`src/rtl/flag_branch_ctrl.sv`:
```
// Flag capture, PC/branch evaluation and run/halt sequencing for the core.
// Consumes ALU compare flags and drives the fetch PC.
module flag_branch_ctrl #(
    parameter int          PC_W   = 10,
    parameter int          OFF_W  = 8,
    parameter logic [2:0]  SEQ_OP = 3'd5,
    parameter logic [2:0]  SLT_OP = 3'd6
) (
    input  logic             CLK,
    input  logic             RST_N,
    input  logic             start,
    input  logic             halt,
    input  logic             stall,
    input  logic [2:0]       alu_op,
    input  logic             flag_valid,
    input  logic             equalFlag,
    input  logic             lessThanFlag,
    input  logic [1:0]       br_type,
    input  logic [OFF_W-1:0] br_offset,
    output logic [PC_W-1:0]  pc,
    output logic             eq_q,
    output logic             lt_q,
    output logic             taken,
    output logic             running,
    output logic             done
);

    localparam logic [1:0] S_IDLE = 2'd0;
    localparam logic [1:0] S_RUN  = 2'd1;
    localparam logic [1:0] S_HALT = 2'd2;

    localparam logic [1:0] BR_EQ  = 2'b01;
    localparam logic [1:0] BR_LT  = 2'b10;
    localparam logic [1:0] BR_JMP = 2'b11;

    logic [1:0]      state_q, state_d;
    logic [PC_W-1:0] pc_q, pc_d;
    logic            eq_d, lt_d;
    logic            taken_q, taken_d;
    logic            cond;
    logic [PC_W-1:0] off_sext;

    assign off_sext = PC_W'($signed(br_offset));

    // Branch condition always reads the registered flags, so a capture in the
    // same cycle only becomes visible to the next branch.
    assign cond = ((br_type == BR_EQ) && eq_q) ||
                  ((br_type == BR_LT) && lt_q) ||
                   (br_type == BR_JMP);

    always_comb begin
        state_d = state_q;
        pc_d    = pc_q;
        eq_d    = eq_q;
        lt_d    = lt_q;
        taken_d = 1'b0;
        case (state_q)
            S_IDLE, S_HALT: begin
                if (start) begin
                    state_d = S_RUN;
                    pc_d    = '0;
                    eq_d    = 1'b0;
                    lt_d    = 1'b0;
                end
            end
            S_RUN: begin
                if (halt) begin
                    state_d = S_HALT;
                end else if (!stall) begin
                    pc_d    = cond ? (pc_q + off_sext) : (pc_q + PC_W'(1));
                    taken_d = cond;
                    if (flag_valid && (alu_op == SEQ_OP)) eq_d = equalFlag;
                    if (flag_valid && (alu_op == SLT_OP)) lt_d = lessThanFlag;
                end
            end
            default: state_d = S_IDLE;
        endcase
    end

    always_ff @(posedge CLK) begin
        if (!RST_N) begin
            state_q <= S_IDLE;
            pc_q    <= '0;
            eq_q    <= 1'b0;
            lt_q    <= 1'b0;
            taken_q <= 1'b0;
        end else begin
            state_q <= state_d;
            pc_q    <= pc_d;
            eq_q    <= eq_d;
            lt_q    <= lt_d;
            taken_q <= taken_d;
        end
    end

    assign pc      = pc_q;
    assign taken   = taken_q;
    assign running = (state_q == S_RUN);
    assign done    = (state_q == S_HALT);

endmodule

```
`config.mk`:
```
export PLATFORM = sky130hd
export DESIGN_NAME = flag_branch_ctrl
export DESIGN_NICKNAME = d
export VERILOG_FILES = /design/src/rtl/flag_branch_ctrl.sv
export SDC_FILE = /design/constraint.sdc
export NUM_CORES = 1
export LEC_CHECK = 0
export CAP_MARGIN = 20
export CORE_ASPECT_RATIO = 1.5
export CORE_MARGIN = 1.5
export CORE_UTILIZATION = 37
export CTS_CLUSTER_DIAMETER = 40
export DETAILED_ROUTE_END_ITERATION = 7
export PLACE_DENSITY_LB_ADDON = 0.05
export SLEW_MARGIN = 40
export SYNTH_ARGS = -nofsm -noshare
export SYNTH_HDL_FRONTEND = slang
export SYNTH_SLANG_ARGS = --single-unit
```
`constraint.sdc`:
```
create_clock -name CLK -period 3.1 [get_ports CLK]
set_input_delay 0.775 -clock CLK [delete_from_list [all_inputs] [get_ports CLK]]
set_output_delay 0.775 -clock CLK [all_outputs]
set_load 0.05 [all_outputs]
```
# == Word level (Yosys, flattened, before mapping) ==
# Index checks and enable logic that the tools add are counted.
# word_totals
elab_cells,53
output_inout_bits,15
in_bits,21
reg_bits,15
# classes
n_reduce_logical,14
n_addsub,2
n_eq_ne,13
mux,17
n_bitwise,2
# op_table
op,count
$mux W10,4
$pmux W10 S2,1
$add A10 B1 Y10 const B,1
$add A10 B10 Y10,1
$reduce_and A5 Y1,2
$ne A2 B2 Y1 const B,4
$mux W1,7
$eq A2 B2 Y1 const B,3
$eq A3 B3 Y1 const B,2
$eq A2 B1 Y1 const B,2
$logic_and A1 B1 Y1,4
$mux W2,2
$ne A2 B1 Y1 const B,2
$pmux W1 S2,2
$pmux W2 S2,1
$reduce_and A4 Y1,1
$reduce_or A4 Y1,1
$logic_not A2 Y1,1
$logic_or A1 B1 Y1,2
$not A1 Y1,2
$reduce_and A2 Y1,1
$reduce_bool A2 Y1,1
$reduce_or A2 Y1,1

# == Logic depth before layout (Yosys ltp) ==
# Gate-level depths: netlist of the first run.
# depth
ltp_word,8
ltp_mapped,11
mapped_depth_nobuf,11

# == Worst setup path before layout of the first run ==
# Ideal clock, no wire load.
# synth_path
kind,input port to flip-flop
startpoint,in br_type[0]
endpoint,"reg pc_q[9], in the netlist pc[9]"
t_required_ns,2.975
stages,10
arrival_ns,2.640
n_path_buf,0
setup_time_ns,0.125
path_slack_ns,0.335
path_cell_list,a21oi_1 nor2_1 and2_1 ha_1 a21o_1 a21oi_1 or3b_1 mux2i_1 nor3_1 nand3b_1
# synth_via
elab_chain_cells,8
elab_cells_between_ends,11
classes_between,3 x eq/ne; 4 x mux; 4 x reduce/logical
# synth_rtl
item,line,rtl
start: declaration,18,"input logic [1:0] br_type,"
$eq A2 B1 Y1 or $eq A2 B2 Y1 (tied branches),"47, 48",
"$logic_and A1 B1 Y1, on equally long branches","47, 48",
$logic_or A1 B1 Y1,47,assign cond = ((br_type == BR_EQ) && eq_q) ||
$logic_or A1 B1 Y1 (*),48,((br_type == BR_LT) && lt_q) ||
$mux W10 (*),70,pc_d = cond ? (pc_q + off_sext) : (pc_q + PC_W'(1));
$mux W10 (*),69,end else if (!stall) begin
$mux W10 (*),67,if (halt) begin
$pmux W10 S2 (*),57,case (state_q)
end signal: assignment,89,pc_q <= pc_d;
end: declaration,37,"logic [PC_W-1:0] pc_q, pc_d;"
# Every way passes the cells marked *; elsewhere a longest branch is shown, timed or not. The select of a mux whose other input is x is not followed.
# A chain may end at the register's enable or synchronous reset.

# == Worst setup path after layout of the first run ==
# layout_path
startpoint,in br_type[1]
endpoint,"reg pc_q[9], in the netlist pc[9]"
# Same word-level chain as after synthesis.

==> flow_metrics.env, run 1 <==
export IMPL_fin_skew_ps=1.02
export IMPL_worstSetupPathType="input pin to flip-flop"
export IMPL_place_inst=228
export IMPL_crit_buf_inv=4
export IMPL_cp_start_kind="input pin"
export IMPL_worst_pin_slew_ps=607
export IMPL_clock_sinks=15
export IMPL_grt_overflow_total=0
export IMPL_antenna_found_initial=0
export IMPL_fmax_ghz=0.339
export IMPL_cp_common_cell="buf_4"
export IMPL_rows=23
export IMPL_nNetsFinal=227
export IMPL_viasPerCell=5.24
export IMPL_cts_root_buf="clkbuf_8"
export IMPL_cpPeakStageDelay_ps=470
export IMPL_grt_usage_pct=21.2
export IMPL_final_common_cell="clkdlybuf4s50_1"
export IMPL_p_clk_share_pct=35.2
export IMPL_min_period_ps=2950
export IMPL_power_total_uw=466
export IMPL_async_flop_share_pct=0
export IMPL_area_delta_synth_final_pct=54.1
export IMPL_syn_instance_count=142
export IMPL_p_per_area_mw_per_mm2=282
export IMPL_place_hpwl_mm=2.30
export IMPL_gp_congestion=0.912
export IMPL_avgSynthCellArea_um2=7.55
export IMPL_peakVddDrop_uv=218
export IMPL_cp_startpoint="br_type[1]"
export IMPL_ant_nets=0
export IMPL_critical_path_top_delay_family="buffers and inverters"
export IMPL_ys_seq_area_share_pct=28.0
export IMPL_cts_made_buffers=3
export IMPL_postCtsSetupRepairBufs=0
export IMPL_syn_area_mm2=0.00107
export IMPL_wire_per_inst_um=12.6
export IMPL_vias=1216
export IMPL_maxCapViolations=0
export IMPL_crit_slowest_cell="clkdlybuf4s50_1"
export IMPL_antennaDiodeCount=0
export IMPL_htreeDepth=1
export IMPL_final_cells=232
export IMPL_rsz0062_at_grt="false"
export IMPL_crit_chain="clkdlybuf4s50_1 > a21oi_2 > buf_4 > or3b_4 > inv_1 > ha_1 > buf_4 > nand4_1 > o22ai_1 > nor2_1 > mux2i_1 > nor3_1 > nand3b_1"
export IMPL_grt_pass1_vias=1231
export IMPL_switchingPower_uw=128
export IMPL_die_height_um=68.9
export IMPL_synth_fp_nets=173
export IMPL_mostFrequentLayoutCells="34 x clkdlybuf4s50_1, 18 x buf_4, 15 x dfxtp_1, 14 x nor2_1, 13 x nand2_1"
export IMPL_min_from="pc[0]"
export IMPL_path_max_fanout=5
export IMPL_required_ps=3230
export IMPL_seqPwrFrac_pct=42.4
export IMPL_status="finished, final reports clean"
export IMPL_power_leakage_uw=0.000692
export IMPL_final_hold_viol_count=0
export IMPL_comb_power_share_pct=22.3
export IMPL_hp_class="flip-flop to flip-flop"
export IMPL_core_region_area_mm2=0.00271
export IMPL_cts_buffer_depth=2
export IMPL_cp_end_kind="flip-flop"
export IMPL_io_pins=36
export IMPL_ys_flop_type="dfxtp_1"
export IMPL_slew_viol_final=0
export IMPL_cts_tree="yes"
export IMPL_synth_seq_cells=15
export IMPL_finalSetupViolations=0
export IMPL_yosys_warnings=0
export IMPL_drt_initial_drc_count=18
export IMPL_drive_above_1_share_pct=14.9
export IMPL_fillers=275
export IMPL_first_pass_iters=4
export IMPL_clk_latency_ps=250
export IMPL_wl_mm=2.93
export IMPL_worst_ep_arrival_time_ps=3080
export IMPL_path_clk_slew_ps=60
export IMPL_yosysUniqueCellTypes=35
export IMPL_grt_first_pass_wirelength_mm=5.02
export IMPL_swShare_pct=27.4
export IMPL_fin_crit_sh_pct=95.1
export IMPL_die_area_mm2=0.00324
export IMPL_grt_max_degree=15
export IMPL_port_buffers=35
export IMPL_hold_buffers=0
export IMPL_relSlewSlack_pct=59.5
export IMPL_power_internal_uw=338
export IMPL_timing_rr_start="eq_q"
export IMPL_die_x_um=47.0
export IMPL_start_util_pct=39.6
export IMPL_synth_edf_count=0
export IMPL_route_detailed_drc=0
[through the flow]
| step | hold slack, ps | instance area [um^2] | util (%) | worst slack, ps | TNS, ps |
|---|---|---|---|---|---|
| 4_1_cts | 488 | 1630 | 60.4 | 78.4 | 0 |
| 6_report | 490 | 1650 | 61.1 | 151 | 0 |
| 5_1_grt | 505 | 1650 | 61.1 | 4.73 | 0 |
| 3_3_place_gp | 463 | 1590 | 58.6 | -177 | -334 |
| 3_5_place_dp | 476 | 1590 | 58.7 | -192 | -678 |
| 2_1_floorplan | 562 | 1070 | - | 335 | 0 |
[synthesized netlist by cell type (4+ instances only)]
library cell,number,area share [%]
nor2_1,16,5.6
dfxtp_1,15,28
nand2_1,13,4.6
a21oi_1,11,5.1
inv_1,10,3.5
ha_1,9,11
nand3_1,6,2.8
nor2b_1,6,3.5
nor3_1,6,2.8
and2_1,5,2.9
o21ai_0,5,2.3
a22oi_1,4,2.8
[layout make-up]
| class | instances | area [um^2] | share of cell area (%) |
|---|---|---|---|
| Clock buffer | 4 | 45.0 | 2.73 |
| Timing Repair Buffer | 53 | 488 | 29.5 |
| Sequential cell | 15 | 300 | 18.2 |
| Inverter | 10 | 37.5 | 2.27 |
| Tap cell | 37 | 46.3 | 2.80 |
| Multi-Input combinational cell | 113 | 736 | 44.5 |
[worst min-delay path, stage by stage, from the launching register on]
cell and delay [ps]:
dfxtp_1 330, nand2_1 60, a21oi_1 50
[registers in the layout, indices dropped and copies added, names as in the netlist]
| name | flops |
|---|---|
| taken | 1 |
| pc | 10 |
| state_q | 2 |
| lt_q | 1 |
| eq_q | 1 |
[repair_timing]
action,CTS,global route
gates resized for setup,0,6
endpoints found under the hold margin,0,0
setup endpoints to repair,0,5
[kinds of logic (layout without fill, tap and decap cells)]
group | after synthesis | count (layout) | share of synthesized area [%]
DFF | 15 | 15 | 28.0
adders and majority gates | 10 | 10 | 12.4
muxes | 2 | 2 | 1.87
xor gates and xnor gates | 4 | 4 | 3.27
AOI/OAI and AO/OA | 32 | 32 | 18.6
buffers and inverters | 14 | 67 | 5.13
and+or+nand+nor | 65 | 65 | 30.8
[power by group through the flow]
stage / clock network, uW / logic [uW] / registers [uW]
floorplan: 0 / 45.6 / 207
global placement: 0 / 102 / 202
detailed placement: 0 / 103 / 202
CTS: 169 / 104 / 198
global route: 176 / 114 / 198
finish: 164 / 104 / 198
[worst paths after layout]
check	slack, ps	depth (start not counted)	to
min	490	2	pc[0]
max	150	13	pc[9]
max reg2reg	760	12	pc[9]
min reg2reg	490	2	pc[0]
[layer usage]
layer	GRT usage, %	wire length, um	up-vias
met4	10.4	25	0
met3	2.34	125	2
met1	23.2	1190	561
met5	0	0	-
met2	38.5	1600	43
li1	-	-	610
(Power assumes the default switching activity.)
==> run 2: changes to the inputs <==
- CAP_MARGIN: 20 -> not set
- MAX_ROUTING_LAYER: not set -> met4
- PLACE_DENSITY: not set -> 0.71
- PLACE_DENSITY_LB_ADDON: 0.05 -> not set
==> flow_metrics.env, run 2 (synthesized netlist as in run 1, its figures left out) <==
export IMPL_grt_pass1_vias=1231
export IMPL_grt_usage_pct=21.7
export IMPL_hold_end="pc[0]"
export IMPL_swShare_pct=27.4
export IMPL_path_clk_slew_ps=70
export IMPL_crit_slowest_cell="clkdlybuf4s50_1"
export IMPL_status="finished, final reports clean"
export IMPL_ant_nets=0
export IMPL_largest_reg_flops=10
export IMPL_cp_end_kind="flip-flop"
export IMPL_holdPathStages=2
export IMPL_clk_latency_ps=240
export IMPL_port_buffers=35
export IMPL_min_period_ps=2980
export IMPL_r2r_slack_ps=710
export IMPL_core_region_area_mm2=0.00271
export IMPL_power_internal_uw=339
export IMPL_final_common_cell="clkdlybuf4s50_1"
export IMPL_htreeDepth=1
export IMPL_nNetsFinal=228
export IMPL_slew_viol_final=0
export IMPL_grt_overflow_total=0
export IMPL_antennaDiodeCount=0
export IMPL_first_pass_iters=6
export IMPL_maxCapViolations=0
export IMPL_start_util_pct=39.6
export IMPL_peakVddDrop_uv=355
export IMPL_route_detailed_drc=0
export IMPL_die_x_um=47.0
export IMPL_place_hpwl_mm=2.39
export IMPL_dpl_cell_area_mm2=0.00158
export IMPL_grt_first_pass_wirelength_mm=4.99
export IMPL_min_from="pc[0]"
export IMPL_relSlewSlack_pct=60.0
export IMPL_wl_mm=3.02
export IMPL_grt_max_degree=15
export IMPL_hold_buffers=0
export IMPL_required_ps=3230
export IMPL_rows=23
export IMPL_p_clk_share_pct=34.8
export IMPL_place_ws_ps=-290
export IMPL_fin_skew_ps=2.20
export IMPL_worst_ep_arrival_time_ps=3110
export IMPL_cts_root_buf="clkbuf_8"
export IMPL_power_leakage_uw=0.000695
export IMPL_cpPeakStageDelay_ps=470
export IMPL_hp_class="flip-flop to flip-flop"
export IMPL_rr_endpoint="pc[9]"
export IMPL_p_per_area_mw_per_mm2=280
export IMPL_comb_power_share_pct=22.8
export IMPL_antenna_found_initial=0
export IMPL_finalSetupViolations=0
export IMPL_fmax_ghz=0.336
export IMPL_path_max_fanout=5
export IMPL_fillers=270
export IMPL_die_area_mm2=0.00324
export IMPL_cts_tree="yes"
export IMPL_area_delta_synth_final_pct=55.5
export IMPL_finalInstanceArea_mm2=0.00167
export IMPL_final_hold_viol_count=0
export IMPL_crit_chain="clkdlybuf4s50_1 > a21oi_2 > buf_4 > nor2_4 > and2_1 > ha_1 > a21o_1 > a21oi_1 > or3b_1 > mux2i_1 > nor3_1 > nand3b_1"
export IMPL_cp_start_kind="input pin"
export IMPL_final_util_pct=61.7
export IMPL_worstSetupPathType="input pin to flip-flop"
export IMPL_cts_made_buffers=3
export IMPL_cts_buffer_depth=2
export IMPL_switchingPower_uw=128
export IMPL_fin_crit_sh_pct=96.1
export IMPL_wire_per_inst_um=13.0
export IMPL_finalWorstSetupSlack_ps=122
export IMPL_die_height_um=68.9
export IMPL_io_pins=36
export IMPL_clock_sinks=15
export IMPL_vias=1206
export IMPL_gp_congestion=0.958
export IMPL_timing_rr_start="eq_q"
export IMPL_power_total_uw=467
export IMPL_worst_pin_slew_ps=599
export IMPL_mostFrequentLayoutCells="34 x clkdlybuf4s50_1, 19 x buf_4, 15 x dfxtp_1, 13 x nand2_1, 13 x nor2_1"
export IMPL_drive_above_1_share_pct=16.3
export IMPL_ff2ff_path_depth=11
export IMPL_seqPwrFrac_pct=42.4
export IMPL_viasPerCell=5.18
export IMPL_drt_initial_drc_count=30
[run 2: changes by cell type in the layout (fill, tap and decap cells not counted)]
cell / change
o21ai_0: +1
inv_1: -1
o21ai_1: -1
nor2_1: -1
buf_4: +1
inv_2: +1
nor2_4: +1
[run 2: layer usage]
layer / wire length, um / up-vias / global-route usage, %
met4: 65 / 0 / 7.99
met2: 1700 / 35 / 39.6
li1: - / 611 / -
met1: 1150 / 554 / 23.3
met3: 108 / 6 / 2.34
met5: 0 / - / -
[run 2: layout make-up]
| type | count | area [um^2] | share of cell area (%) |
|---|---|---|---|
| inverters | 10 | 37.5 | 2.25 |
| flip-flops and latches | 15 | 300 | 18.0 |
| well taps | 37 | 46.3 | 2.78 |
| clock buffers | 4 | 45.0 | 2.70 |
| repair buffers | 54 | 495 | 29.7 |
| multi-input cells | 113 | 743 | 44.6 |
[run 2: what timing repair did]
action,CTS,global route
endpoints found under the setup margin,1,5
buffers inserted,0,2
resized for setup,2,6
cloned,0,0
pin swaps,0,2
[run 2: power groups by stage]
stage,Combinational [uW],Clock (uW),Sequential (uW)
2_1_floorplan,45.6,0,207
3_3_place_gp,99.2,0,202
3_5_place_dp,102,0,202
4_1_cts,103,166,198
5_1_grt,116,173,198
6_report,107,163,198
[run 2: stage by stage]
stage / cells / hold slack (ps) / setup TNS [ps]
after detailed placement: 227 / 478 / -978
after floorplan: 142 / 562 / 0
after global routing: 233 / 503 / -6.83
final: 233 / 489 / 0
after CTS: 231 / 492 / 0
after global placement: 227 / 465 / -400
[run 2: how the worst max path moves through the flow]
stage | from | to | slack (ps) | cells past startpoint
final | br_type[1] | pc[9] | 120 | 12
after global routing | br_type[1] | pc[9] | -7 | 12
after CTS | br_type[0] | pc[8] | 50 | 13
after detailed placement | br_type[0] | pc[9] | -290 | 11
after global placement | br_type[0] | pc[9] | -150 | 13
after floorplan | br_type[0] | pc[9] | 340 | 10
[run 2: worst max-delay path: cells and delay by family]
| kind | cells | cell delay (ps) |
|---|---|---|
| adder cells (fa/ha/maj) | 1 | 230 |
| AND/OR/NAND/NOR | 5 | 910 |
| buffers and inverters | 2 | 610 |
| AO/OA/AOI/OAI | 3 | 390 |
| multiplexers | 1 | 180 |
==> run 3: changes to the inputs <==
- SETUP_SLACK_MARGIN: not set -> 0.15
==> flow_metrics.env, run 3 (synthesized netlist as in run 1, its figures left out) <==
export IMPL_status="finished, final reports clean"
export IMPL_place_hpwl_mm=2.39
export IMPL_die_area_mm2=0.00324
export IMPL_p_clk_share_pct=34.3
export IMPL_grt_overflow_total=0
export IMPL_peakVddDrop_uv=328
export IMPL_mostFrequentLayoutCells="33 x clkdlybuf4s50_1, 19 x buf_4, 15 x dfxtp_1, 13 x nand2_1, 13 x nor2_1"
export IMPL_io_pins=36
export IMPL_fmax_ghz=0.357
export IMPL_finalSetupViolations=0
export IMPL_core_region_area_mm2=0.00271
export IMPL_wire_per_inst_um=13.1
export IMPL_holdPathStages=2
export IMPL_power_internal_uw=341
export IMPL_die_x_um=47.0
export IMPL_rows=23
export IMPL_route_detailed_drc=0
export IMPL_maxCapViolations=0
export IMPL_ff2ff_path_depth=11
export IMPL_grt_pass1_vias=1229
export IMPL_path_clk_slew_ps=70
export IMPL_area_delta_synth_final_pct=59.9
export IMPL_comb_power_share_pct=23.5
export IMPL_drt_initial_drc_count=30
export IMPL_fin_crit_sh_pct=90.5
export IMPL_grt_max_degree=15
export IMPL_drive_above_1_share_pct=19.7
export IMPL_port_buffers=35
export IMPL_relSlewSlack_pct=59.3
export IMPL_min_from="pc[0]"
export IMPL_required_ps=3230
export IMPL_nNetsFinal=230
export IMPL_start_util_pct=39.6
export IMPL_gp_congestion=0.958
export IMPL_grt_first_pass_wirelength_mm=5.02
export IMPL_die_height_um=68.9
export IMPL_switchingPower_uw=128
export IMPL_antennaDiodeCount=0
export IMPL_antenna_found_initial=0
export IMPL_r2r_slack_ps=740
export IMPL_final_common_cell="clkdlybuf4s50_1"
export IMPL_fin_skew_ps=3.29
export IMPL_viasPerCell=5.18
export IMPL_power_leakage_uw=0.000704
export IMPL_cts_root_buf="clkbuf_8"
export IMPL_cts_tree="yes"
export IMPL_timing_rr_start="eq_q"
export IMPL_place_ws_ps=-290
export IMPL_vias=1217
export IMPL_worstSetupPathType="input pin to flip-flop"
export IMPL_cts_buffer_depth=2
export IMPL_worst_pin_slew_ps=609
export IMPL_htreeDepth=1
export IMPL_first_pass_iters=4
export IMPL_hold_end="pc[0]"
export IMPL_rsz0062_at_grt="false"
export IMPL_setup_tns_ps=0
export IMPL_hold_buffers=0
export IMPL_ant_nets=0
export IMPL_worst_ep_arrival_time_ps=2930
export IMPL_multi_input_area_um2=768
export IMPL_wl_mm=3.08
export IMPL_seqCellArea_um2=300
export IMPL_clk_latency_ps=240
export IMPL_min_period_ps=2800
export IMPL_grt_usage_pct=21.9
export IMPL_final_hold_viol_count=0
export IMPL_fillers=261
export IMPL_slew_viol_final=0
export IMPL_hp_class="flip-flop to flip-flop"
export IMPL_clock_sinks=15
export IMPL_p_per_area_mw_per_mm2=274
export IMPL_rr_endpoint="pc[9]"
export IMPL_finalWorstSetupSlack_ps=296
export IMPL_cp_start_kind="input pin"
export IMPL_largest_reg_flops=10
export IMPL_cp_end_kind="flip-flop"
export IMPL_swShare_pct=27.3
export IMPL_path_max_fanout=4
export IMPL_seqPwrFrac_pct=42.2
export IMPL_cts_made_buffers=3
## run 3: power by group through the flow
stage / combinational [uW] / clock, uW / sequential (uW)
after CTS: 104 / 166 / 198
after global placement: 99.2 / 0 / 202
final: 110 / 161 / 198
after global routing: 120 / 173 / 198
after detailed placement: 102 / 0 / 202
after floorplan: 45.6 / 0 / 207
## run 3: worst max path at each step
stage	from	end	depth (start not counted)
after detailed placement	br_type[0]	pc[9]	11
final	br_type[0]	pc[9]	12
after global placement	br_type[0]	pc[9]	13
after floorplan	br_type[0]	pc[9]	10
after global routing	br_type[0]	pc[8]	13
after CTS	br_type[1]	pc[9]	11
## run 3: cell type report
class | count | share of cell area (%)
well taps | 37 | 2.70
repair buffers | 56 | 30.1
inverters | 10 | 2.19
flip-flops and latches | 15 | 17.5
multi-input cells | 113 | 44.8
clock buffers | 4 | 2.63
## run 3: critical path: stages
cell and delay, ps:
dlygate4sd2_1 270, a21oi_2 160, buf_4 130, nor2_4 50
and2_4 150, ha_1 280, a21o_1 210, a21oi_2 140
or3b_1 360, mux2i_1 180, nor3_1 60, nand3b_1 160
## run 3: through the flow
step	total power, uW	instance area [um^2]	hold slack, ps	cells	utilization (%)
floorplan	253	1070	562	142	-
global placement	301	1580	465	227	58.4
detailed placement	304	1580	478	227	58.5
CTS	468	1640	492	231	60.7
global route	491	1710	503	235	63.4
finish	470	1710	489	235	63.4
## run 3: what timing repair did
action / in CTS / in global routing
pin swaps: 1 / 7
setup endpoints to repair: 5 / 6
resized for setup: 6 / 12
buffers inserted: 0 / 4
hold endpoints to repair: 0 / 0
## run 3: metal layers
layer / part of all wire [%] / up-vias / GRT usage [%]
li1: - / 615 / -
met1: 38 / 569 / 23.3
met2: 57 / 29 / 40.6
met3: 3.2 / 4 / 2.34
met4: 1.4 / 0 / 6.94
met5: 0 / - / -
